File: src/rtl/sprite_layer_engine.sv
// Sprite overlay: per-slot shadow/active descriptors swapped at frame end, plus a
// registered pixel sample feeding a two-stage hit/priority/address pipeline.
module sprite_layer_engine #(
  parameter int NUM_SLOTS    = 8,
  parameter int SIZE_X       = 10,
  parameter int SIZE_Y       = 9,
  parameter int SPRITE_DIM   = 20,
  parameter int SIZE_ADDRESS = 17
) (
  input  logic                         clk,
  input  logic                         reset,
  input  logic                         wr_en,
  input  logic [$clog2(NUM_SLOTS)-1:0] wr_slot,
  input  logic [31:0]                  data_reg,
  input  logic                         pixel_tick,
  input  logic                         active_area,
  input  logic [SIZE_X-1:0]            pixel_x,
  input  logic [SIZE_Y-1:0]            pixel_y,
  input  logic                         count_finished,
  output logic                         sprite_on,
  output logic [SIZE_ADDRESS-1:0]      memory_address,
  output logic [$clog2(NUM_SLOTS)-1:0] slot_id,
  output logic                         collision,
  output logic                         printtingScreen
);
  localparam int SW = $clog2(NUM_SLOTS);
  localparam int DW = 29;
  localparam logic [31:0]     NS_C   = 32'(NUM_SLOTS);
  localparam logic [31:0]     DIM_C  = 32'(SPRITE_DIM);
  localparam logic [31:0]     DD_C   = 32'(SPRITE_DIM * SPRITE_DIM);
  localparam logic [SIZE_X:0] DIM_XC = (SIZE_X+1)'(SPRITE_DIM);
  localparam logic [SIZE_Y:0] DIM_YC = (SIZE_Y+1)'(SPRITE_DIM);

  typedef enum logic {IDLE, RUN} state_t;

  state_t               state_q;
  logic [DW-1:0]        shadow_q [NUM_SLOTS];
  logic [DW-1:0]        active_q [NUM_SLOTS];

  logic                 a_valid_q, a_active_q;
  logic [SIZE_X-1:0]    a_px_q;
  logic [SIZE_Y-1:0]    a_py_q;

  logic                 b_valid_q, b_hit_q, b_multi_q;
  logic [SW-1:0]        b_slot_q;
  logic [SIZE_X-1:0]    b_lx_q;
  logic [SIZE_Y-1:0]    b_ly_q;
  logic [8:0]           b_off_q;

  logic                 sprite_on_q, collision_q;
  logic [SIZE_ADDRESS-1:0] addr_q;
  logic [SW-1:0]        slot_q;

  logic [NUM_SLOTS-1:0] hit;
  logic                 any_d, multi_d;
  logic [SW-1:0]        win_d;
  logic [DW-1:0]        win_desc;
  logic [SIZE_X-1:0]    lx_d;
  logic [SIZE_Y-1:0]    ly_d;
  logic [31:0]          addr_full;
  logic                 unused_hi;

  assign unused_hi = ^data_reg[31:29];

  always_ff @(posedge clk or negedge reset) begin
    if (!reset) begin
      state_q <= IDLE;
      for (int i = 0; i < NUM_SLOTS; i++) begin
        shadow_q[i] <= '0;
        active_q[i] <= '0;
      end
    end else begin
      if (count_finished) state_q <= RUN;
      if (wr_en && (32'(wr_slot) < NS_C)) shadow_q[wr_slot] <= data_reg[DW-1:0];
      // The frame-end copy bypasses a same-cycle write so it is never lost.
      if (count_finished) begin
        for (int i = 0; i < NUM_SLOTS; i++)
          active_q[i] <= (wr_en && wr_slot == SW'(i)) ? data_reg[DW-1:0] : shadow_q[i];
      end
    end
  end

  // Bounds are one bit wider than the field so sprites near the edge never wrap.
  genvar gi;
  generate
    for (gi = 0; gi < NUM_SLOTS; gi++) begin : g_hit
      logic [SIZE_X-1:0] sx;
      logic [SIZE_Y-1:0] sy;
      assign sx = active_q[gi][SIZE_X-1:0];
      assign sy = active_q[gi][SIZE_X+SIZE_Y-1:SIZE_X];
      assign hit[gi] = active_q[gi][28]
                    && ({1'b0, a_px_q} >= {1'b0, sx}) && ({1'b0, a_px_q} < ({1'b0, sx} + DIM_XC))
                    && ({1'b0, a_py_q} >= {1'b0, sy}) && ({1'b0, a_py_q} < ({1'b0, sy} + DIM_YC));
    end
  endgenerate

  always_comb begin
    any_d   = 1'b0;
    multi_d = 1'b0;
    win_d   = '0;
    for (int i = NUM_SLOTS - 1; i >= 0; i--) begin
      if (hit[i]) begin
        if (any_d) multi_d = 1'b1;
        any_d = 1'b1;
        win_d = SW'(i);
      end
    end
  end

  assign win_desc  = active_q[win_d];
  assign lx_d      = a_px_q - win_desc[SIZE_X-1:0];
  assign ly_d      = a_py_q - win_desc[SIZE_X+SIZE_Y-1:SIZE_X];
  assign addr_full = 32'(b_off_q) * DD_C + 32'(b_ly_q) * DIM_C + 32'(b_lx_q);

  always_ff @(posedge clk or negedge reset) begin
    if (!reset) begin
      a_valid_q <= 1'b0; a_active_q <= 1'b0; a_px_q <= '0; a_py_q <= '0;
      b_valid_q <= 1'b0; b_hit_q <= 1'b0; b_multi_q <= 1'b0;
      b_slot_q <= '0; b_lx_q <= '0; b_ly_q <= '0; b_off_q <= '0;
      sprite_on_q <= 1'b0; addr_q <= '0; slot_q <= '0; collision_q <= 1'b0;
    end else begin
      a_valid_q <= pixel_tick;
      if (pixel_tick) begin
        a_active_q <= active_area;
        a_px_q     <= pixel_x;
        a_py_q     <= pixel_y;
      end
      b_valid_q <= a_valid_q;
      if (a_valid_q) begin
        b_hit_q   <= any_d && a_active_q;
        b_multi_q <= multi_d && a_active_q;
        b_slot_q  <= win_d;
        b_lx_q    <= lx_d;
        b_ly_q    <= ly_d;
        b_off_q   <= win_desc[27:19];
      end
      if (state_q == IDLE) begin
        sprite_on_q <= 1'b0;
        addr_q      <= '0;
        slot_q      <= '0;
      end else if (b_valid_q) begin
        sprite_on_q <= b_hit_q;
        addr_q      <= b_hit_q ? addr_full[SIZE_ADDRESS-1:0] : '0;
        slot_q      <= b_hit_q ? b_slot_q : '0;
      end
      if (count_finished || state_q == IDLE) collision_q <= 1'b0;
      else if (b_valid_q && b_multi_q)       collision_q <= 1'b1;
    end
  end

  assign sprite_on       = sprite_on_q;
  assign memory_address  = addr_q;
  assign slot_id         = slot_q;
  assign collision       = collision_q;
  assign printtingScreen = (state_q == RUN);
endmodule

File: config.mk
export PLATFORM = sky130hd
export DESIGN_NAME = sprite_layer_engine
export DESIGN_NICKNAME = d
export VERILOG_FILES = /design/src/rtl/sprite_layer_engine.sv
export SDC_FILE = /design/constraint.sdc
export NUM_CORES = 1
export LEC_CHECK = 0
export ABC_AREA = 1
export CAP_MARGIN = 20
export CORE_MARGIN = 2
export CORE_UTILIZATION = 45
export DETAILED_ROUTE_END_ITERATION = 8
export SYNTH_ARGS = -nofsm -noshare
export SYNTH_HDL_FRONTEND = slang
export SYNTH_SLANG_ARGS = --single-unit
File: constraint.sdc
create_clock -name clk -period 5.2 [get_ports clk]
set_input_delay 1.04 -clock clk [delete_from_list [all_inputs] [get_ports clk]]
set_output_delay 1.04 -clock clk [all_outputs]
set_load 0.05 [all_outputs]
## After elaboration in Yosys (flattened, before gate mapping)

Cells that the tools add are included.

| cells by class | value |
|---|---|
| add/subtract/negate cells | 20 |
| multiply operators | 2 |
| magnitude comparators | 35 |
| equal/unequal tests | 8 |
| mux-type cells | 54 |
| bitwise gates (word level) | 3 |
| reductions and logical operators | 47 |

Operators by type and width:

| cell | count |
|---|---|
| $mux W29 | 9 |
| $bwmux W232 | 1 |
| $add A10 B5 Y11 const B | 8 |
| $lt A10 B11 Y1 | 8 |
| $bmux W29 S3 | 1 |
| $demux W29 S3 | 1 |
| $add A9 B5 Y10 const B | 8 |
| $ge A10 B10 Y1 | 8 |
| $lt A9 B10 Y1 | 8 |
| $ge A9 B9 Y1 | 8 |
| $mux W28 | 2 |
| $mux W17 | 3 |
| $logic_and A1 B1 Y1 | 44 |
| $mux W3 | 11 |
| $mux W1 | 26 |
| $add A17 B10 Y17 | 1 |
| $add A17 B14 Y17 | 1 |
| $mul A9 B5 Y13 const B | 1 |
| $eq A3 B3 Y1 const B | 4 |
| $mul A9 B3 Y12 const B | 1 |
| $sub A10 B10 Y10 | 1 |
| $sub A9 B9 Y9 | 1 |
| $ge A4 B4 Y1 const B | 2 |
| $not A3 Y4 | 2 |
| other kinds (8) | 9 |

| storage, ports and cells | value |
|---|---|
| flip-flop bits (word level) | 542 |
| input bits | 60 |
| output and inout port bits | 23 |
| word-level logic and storage cells | 201 |

## Depth between registers and ports, before layout

| depth | value |
|---|---|
| depth in word-level cells | 21 |
| depth in mapped cells | 46 |
| mapped depth without buffers | 44 |

## Worst setup path after synthesis

Ideal clock, no wire load.

| path | value |
|---|---|
| kind | flip-flop to flip-flop |
| start | reg active_q[31] (netlist bit) |
| end | reg b_lx_q[9] |
| library setup time | 0.118 ns |
| arrival | 4.728 ns |
| data required time | 5.082 ns |
| path slack | 0.354 ns |
| cell stages (with the launch flop) | 43 |
| buffers on the path | 2 |
| clock period less this slack | 4.846 ns |
| cells stage by stage | dfrtp_1 -> inv_1 -> o21ai_0 -> nand3_1 -> nor3_1 -> xor2_1 -> ha_1 -> nand2_1 -> nand2_1 -> a21oi_1 -> nand2_1 -> nor2_1 -> nand3_1 -> nand2_1 -> nand2_1 -> nand2_1 -> nand2_1 -> nand2_2 -> (+7 left out) -> a31oi_1 -> ha_1 -> a21oi_1 -> nand2_1 -> nand2_1 -> inv_1 -> or2_2 -> a21oi_1 -> inv_1 -> a21oi_1 -> o21bai_1 -> nand2_1 -> nand2_1 -> a21oi_1 -> xor2_1 -> nand3_1 -> nand3_1 -> nand2_1 |

| on the way | value |
|---|---|
| cells in the longest elaborated chain, start to end | 17 |
| elaborated cells between the ends (all ways) | 19 |
| classes of those cells | 2 x add/sub; 2 x order compare; 10 x mux; 1 x bitwise; 4 x reduce/logical |

RTL lines:

| item | RTL line | text |
|---|---|---|
| start: declaration | 38 | `logic [DW-1:0] active_q [NUM_SLOTS];` |
| start signal: indexed assignment | 78 | `active_q[i] <= (wr_en && wr_slot == SW'(i)) ? data_reg[DW-1:0] : shadow_q[i];` |
| $add A10 B5 Y11 / $ge A10 B10 Y1 (equally long branches) | 92 | `&& ({1'b0, a_px_q} >= {1'b0, sx}) && ({1'b0, a_px_q} < ({1'b0, sx} + DIM_XC))` |
| $lt A10 B11 Y1 / $logic_and A1 B1 Y1 (equally long branches) | 92 |  |
| $logic_and A1 B1 Y1 | 92 |  |
| $logic_and A1 B1 Y1 (2 in series) | 93 | `&& ({1'b0, a_py_q} >= {1'b0, sy}) && ({1'b0, a_py_q} < ({1'b0, sy} + DIM_YC));` |
| $mux W3 (7 in series) | 102 | `if (hit[i]) begin` |
| $not A3 Y4 (not written as such) | 110 | `assign win_desc = active_q[win_d];` |
| $bmux W29 S3 * | 110 |  |
| $mux W28 (not written as such) * (2 in series) | 110 |  |
| $sub A10 B10 Y10 * | 111 | `assign lx_d = a_px_q - win_desc[SIZE_X-1:0];` |
| end signal: assignment | 133 | `b_lx_q <= lx_d;` |
| end: declaration | 46 | `logic [SIZE_X-1:0] b_lx_q;` |

Every way passes the cells marked *; elsewhere a longest branch is shown, timed or not. The select of a mux whose other input is x is not followed.
A chain may end at the register's enable or synchronous reset.

## Worst setup path after layout

| path | value |
|---|---|
| start | reg active_q[89] (netlist bit) |
| end | reg b_lx_q[9] |

| on the way | value |
|---|---|
| cells in the longest elaborated chain, start to end | 15 |
| elaborated cells between the ends (all ways) | 17 |
| classes of those cells | 2 x add/sub; 2 x order compare; 8 x mux; 1 x bitwise; 4 x reduce/logical |

RTL lines:

| item | RTL line |
|---|---|
| $add A10 B5 Y11 / $ge A10 B10 Y1 (equally long branches) | 92 |
| $lt A10 B11 Y1 / $logic_and A1 B1 Y1 (equally long branches) | 92 |
| $logic_and A1 B1 Y1 | 92 |
| $logic_and A1 B1 Y1 (2 in series) | 93 |
| $mux W3 (5 in series) | 102 |
| $not A3 Y4 (not written as such) | 110 |
| $bmux W29 S3 * | 110 |
| $mux W28 (not written as such) * (2 in series) | 110 |
| $sub A10 B10 Y10 * | 111 |

Marks and branches as above.

==> summary.txt <==
Status
  • Status: finished clean

Layout
  • Nets: 4711
  • Area Growth Syn to Fin: 21.6%
  • ANT cells: 0
  • Post-Layout Inst Area: roughly 40000 µm²
  • Final non-filler cell total: 5272
  • Layout cells sized above 1: 14.9%
  • FILL cells: about 6600

Placed design
  • Placer congestion estimate: between 0.9 and 1
  • Placed inst area: about 37000 µm²
  • Worst slack, placed: -0.378 ns
  • Dpl hpwl: about 66000 µm
  • Placed cell count: slightly above 5000
  • IO Port Bufs: a little under 80

Route
  • # DRC: 0
  • Final WL: about 94000 µm
  • Vias per inst: between 5 and 6
  • Post-route ant nets: 0
  • First-iteration detailed-routing DRC count: 2082
  • Pre-antenna DRT Iters: 5
  • Routed WL per cell: ~18 µm
  • Via Count: between 20000 and 30000

Worst setup path
  • Path depth of the worst reg2reg path: 38
  • Slowest stage delay, CP: roughly 0.41 ns
  • CP required: ~5.8 ns
  • Reg2reg end: b_lx_q[9]
  • Critical-path top delay cell: dfrtp_1
  • WP buf/inv: 7
  • R2r setup slk: roughly 0.0021 ns
  • CP top delay family: simple AND/OR/NAND/NOR gates
  • CP dominant cell by count: nand2_1
  • Critical path fanouts, max: 6
  • R2r startpoint: active_q[89]
  • Setup CP Type: register to register
  • Crit path arrival time: between 5 and 6 ns
  • CP Launch Type: register
  • Worst setup EP type: register

STA
  • Final setup fails: 0
  • Fin Setup TNS: 0 ns
  • Fmax: 192 MHz
  • PnR worst setup slack: 0.00215 ns
  • RSZ-0062 raised after global routing: true
  • Setup Skew: around 0.053 ns
  • Max Transition Viols Final: 0
  • Final period utilization: around 100%
  • Final hold vios: 0
  • Worst slew margin: 26.2%
  • Measured slew at the worst slew-check pin: roughly 1.1 ns
  • Period minus WS final: roughly 5.2 ns

Power
  • Total internal power: roughly 12 mW
  • Flop pwr share: roughly 28%
  • NetSw: around 8.3 mW
  • Logic pwr share: 49.6%
  • Sw Share: between 40% and 50%
  • Leakage: 19.4 nW
  • Maximum vdd drop: between 0.0004 and 0.0005 V
  • PwrDens: 512 nW/µm²
  • Clock network power share: a little under a quarter

Die
  • Row count: 98
  • Core Region: around 71000 µm²
  • Die Y: 273 µm
  • Die width: about 270 µm
  • I/O pin cnt: 83
  • DIE AREA: 74400 µm²
  • Initial core utilization: 45.5%

Synthesis
  • YS warnings: 0
  • Syn Nets: between 4000 and 5000
  • Synth Register Bits: approximately 540
  • Number of synthesized flops with an enable pin: 0
  • Count leader, synth: nand2_1
  • Main synth FF type: dfrtp_1
  • Most area-consuming cells after synthesis: dfrtp_1 42%, ha_1 14%, nand2_1 11%, o21ai_0 7.7%, inv_1 4.3%
  • Syn_area_per_cell: 8.33 µm²
  • Syn Inst Count: ~3900
  • Asr flop ratio synth: 100%
  • Top cell type's share of synthesized area: 41.7%
  • Post-Syn Area: roughly 33000 µm²
  • Cell taking the most area after synthesis: dfrtp_1
  • Number of distinct library cells after synthesis: 51
  • Seq/Total Area, Yosys: 41.7%
  • Top post-synthesis cells by count: 934 x nand2_1, 542 x dfrtp_1, 502 x o21ai_0

Clock tree
  • CTS buffer count: about 60
  • CTS Hold Bufs: 0
  • Worst-skew pair later-pin latency: between 0.6 and 0.7 ns
  • CTS root buf: clkbuf_16
  • CTS tree: built
  • Worst-path clk slew: roughly 0.060 ns
  • H-tree depth: 2
  • Clk buf depth: 3
  • CTS sink cnt: 542

Global route
  • Gr usage total: about a quarter
  • Vias in the first global route: 25900
  • Largest net degree at the start of global routing: 149
  • First-pass GRT wire length: ~150000 µm
  • Initial antenna violation count: 1
  • Global route overflow: 0

Min path
  • Min-Delay Path Class: input pin to async pin

Job
  • Max-cap violation count: 0
==> area by class of cell <==
class	count	area (µm²)	area share [%]
Timing Repair Buffer	450	4020	10.2
Tap cell	950	1190	3.01
Sequential cell	542	13600	34.3
Multi-Input combinational cell	2822	17100	43.3
Inverter	394	1480	3.75
Clock inverter	28	415	1.05
Clock buffer	86	1740	4.40
==> stage by stage <==
stage,hold WS [ns],util [%],power [mW]
after floorplan,0.443,-,12.0
after global placement,0.459,51.3,15.0
after detailed placement,0.461,51.3,15.2
after CTS,0.412,54.7,20.0
after global routing,0.431,55.3,22.0
final,0.356,55.3,20.2
==> cell usage in the layout, fill, tap and decap left out, types with 79 or more instances in the layout <==
master   instances
nand2_1        918
dfrtp_1        542
o21ai_0        483
inv_1          367
ha_1           360
buf_4          332
a21oi_1        214
nor2_1         207
nand3_1        100
xor2_1          99
o21ai_1         79
==> worst max path at each step <==
stage	startpoint	to	slack [ns]	depth (start not counted)
final	active_q[89]	b_lx_q[9]	0.002	38
after CTS	active_q[3]	b_lx_q[9]	0.0003	44
after global placement	active_q[32]	b_lx_q[9]	-0.27	39
after detailed placement	active_q[32]	b_lx_q[9]	-0.38	39
after global routing	active_q[2]	b_lx_q[9]	-0.46	41
after floorplan	active_q[31]	b_lx_q[9]	0.35	42
==> power groups by stage <==
stage               registers [mW]  clock network [mW]  logic, mW
floorplan                     5.63                   0       6.37
detailed placement            5.67                   0       9.52
finish                        5.61                4.60       10.0
global route                  5.69                4.85       11.5
global placement              5.65                   0       9.38
CTS                           5.60                4.67       9.73
==> repair_timing <==
| action | 4_1_cts | 5_1_grt |
|---|---|---|
| pin swaps | 14 | 38 |
| gates resized for setup | 40 | 65 |
| endpoints found under the setup margin | 5 | 9 |
| buffers inserted | 11 | 19 |
| cloned | 1 | 3 |
==> layer usage <==
layer | global-route usage [%] | share of wire (%) | vias up
li1 | - | - | 13800
met1 | 36.8 | 49 | 12900
met2 | 40.0 | 45 | 505
met3 | 2.87 | 4.1 | 131
met4 | 6.69 | 2.6 | 2
met5 | 0 | 0.021 | -
==> sequential cells by signal (all words and copies together) (netlist names) <==
name / count
a_active_q: 1
a_px_q: 10
a_py_q: 9
a_valid_q: 1
active_q: 232
b_hit_q: 1
b_lx_q: 10
b_ly_q: 9
b_multi_q: 1
b_off_q: 9
b_slot_q: 3
b_valid_q: 1
collision: 1
memory_address: 17
printtingScreen: 1
shadow_q: 232
slot_id: 3
sprite_on: 1
==> cell families after synthesis <==
kind of cell	synth area share, %
buffers and inverters	6.69
AOI/OAI and AO/OA	15.4
and+or+nand+nor	17.7
DFF	41.7
muxes	0.589
adders and majority gates	14.9
xor gates and xnor gates	2.94
No activity file was read; power rests on OpenSTA's default activity.
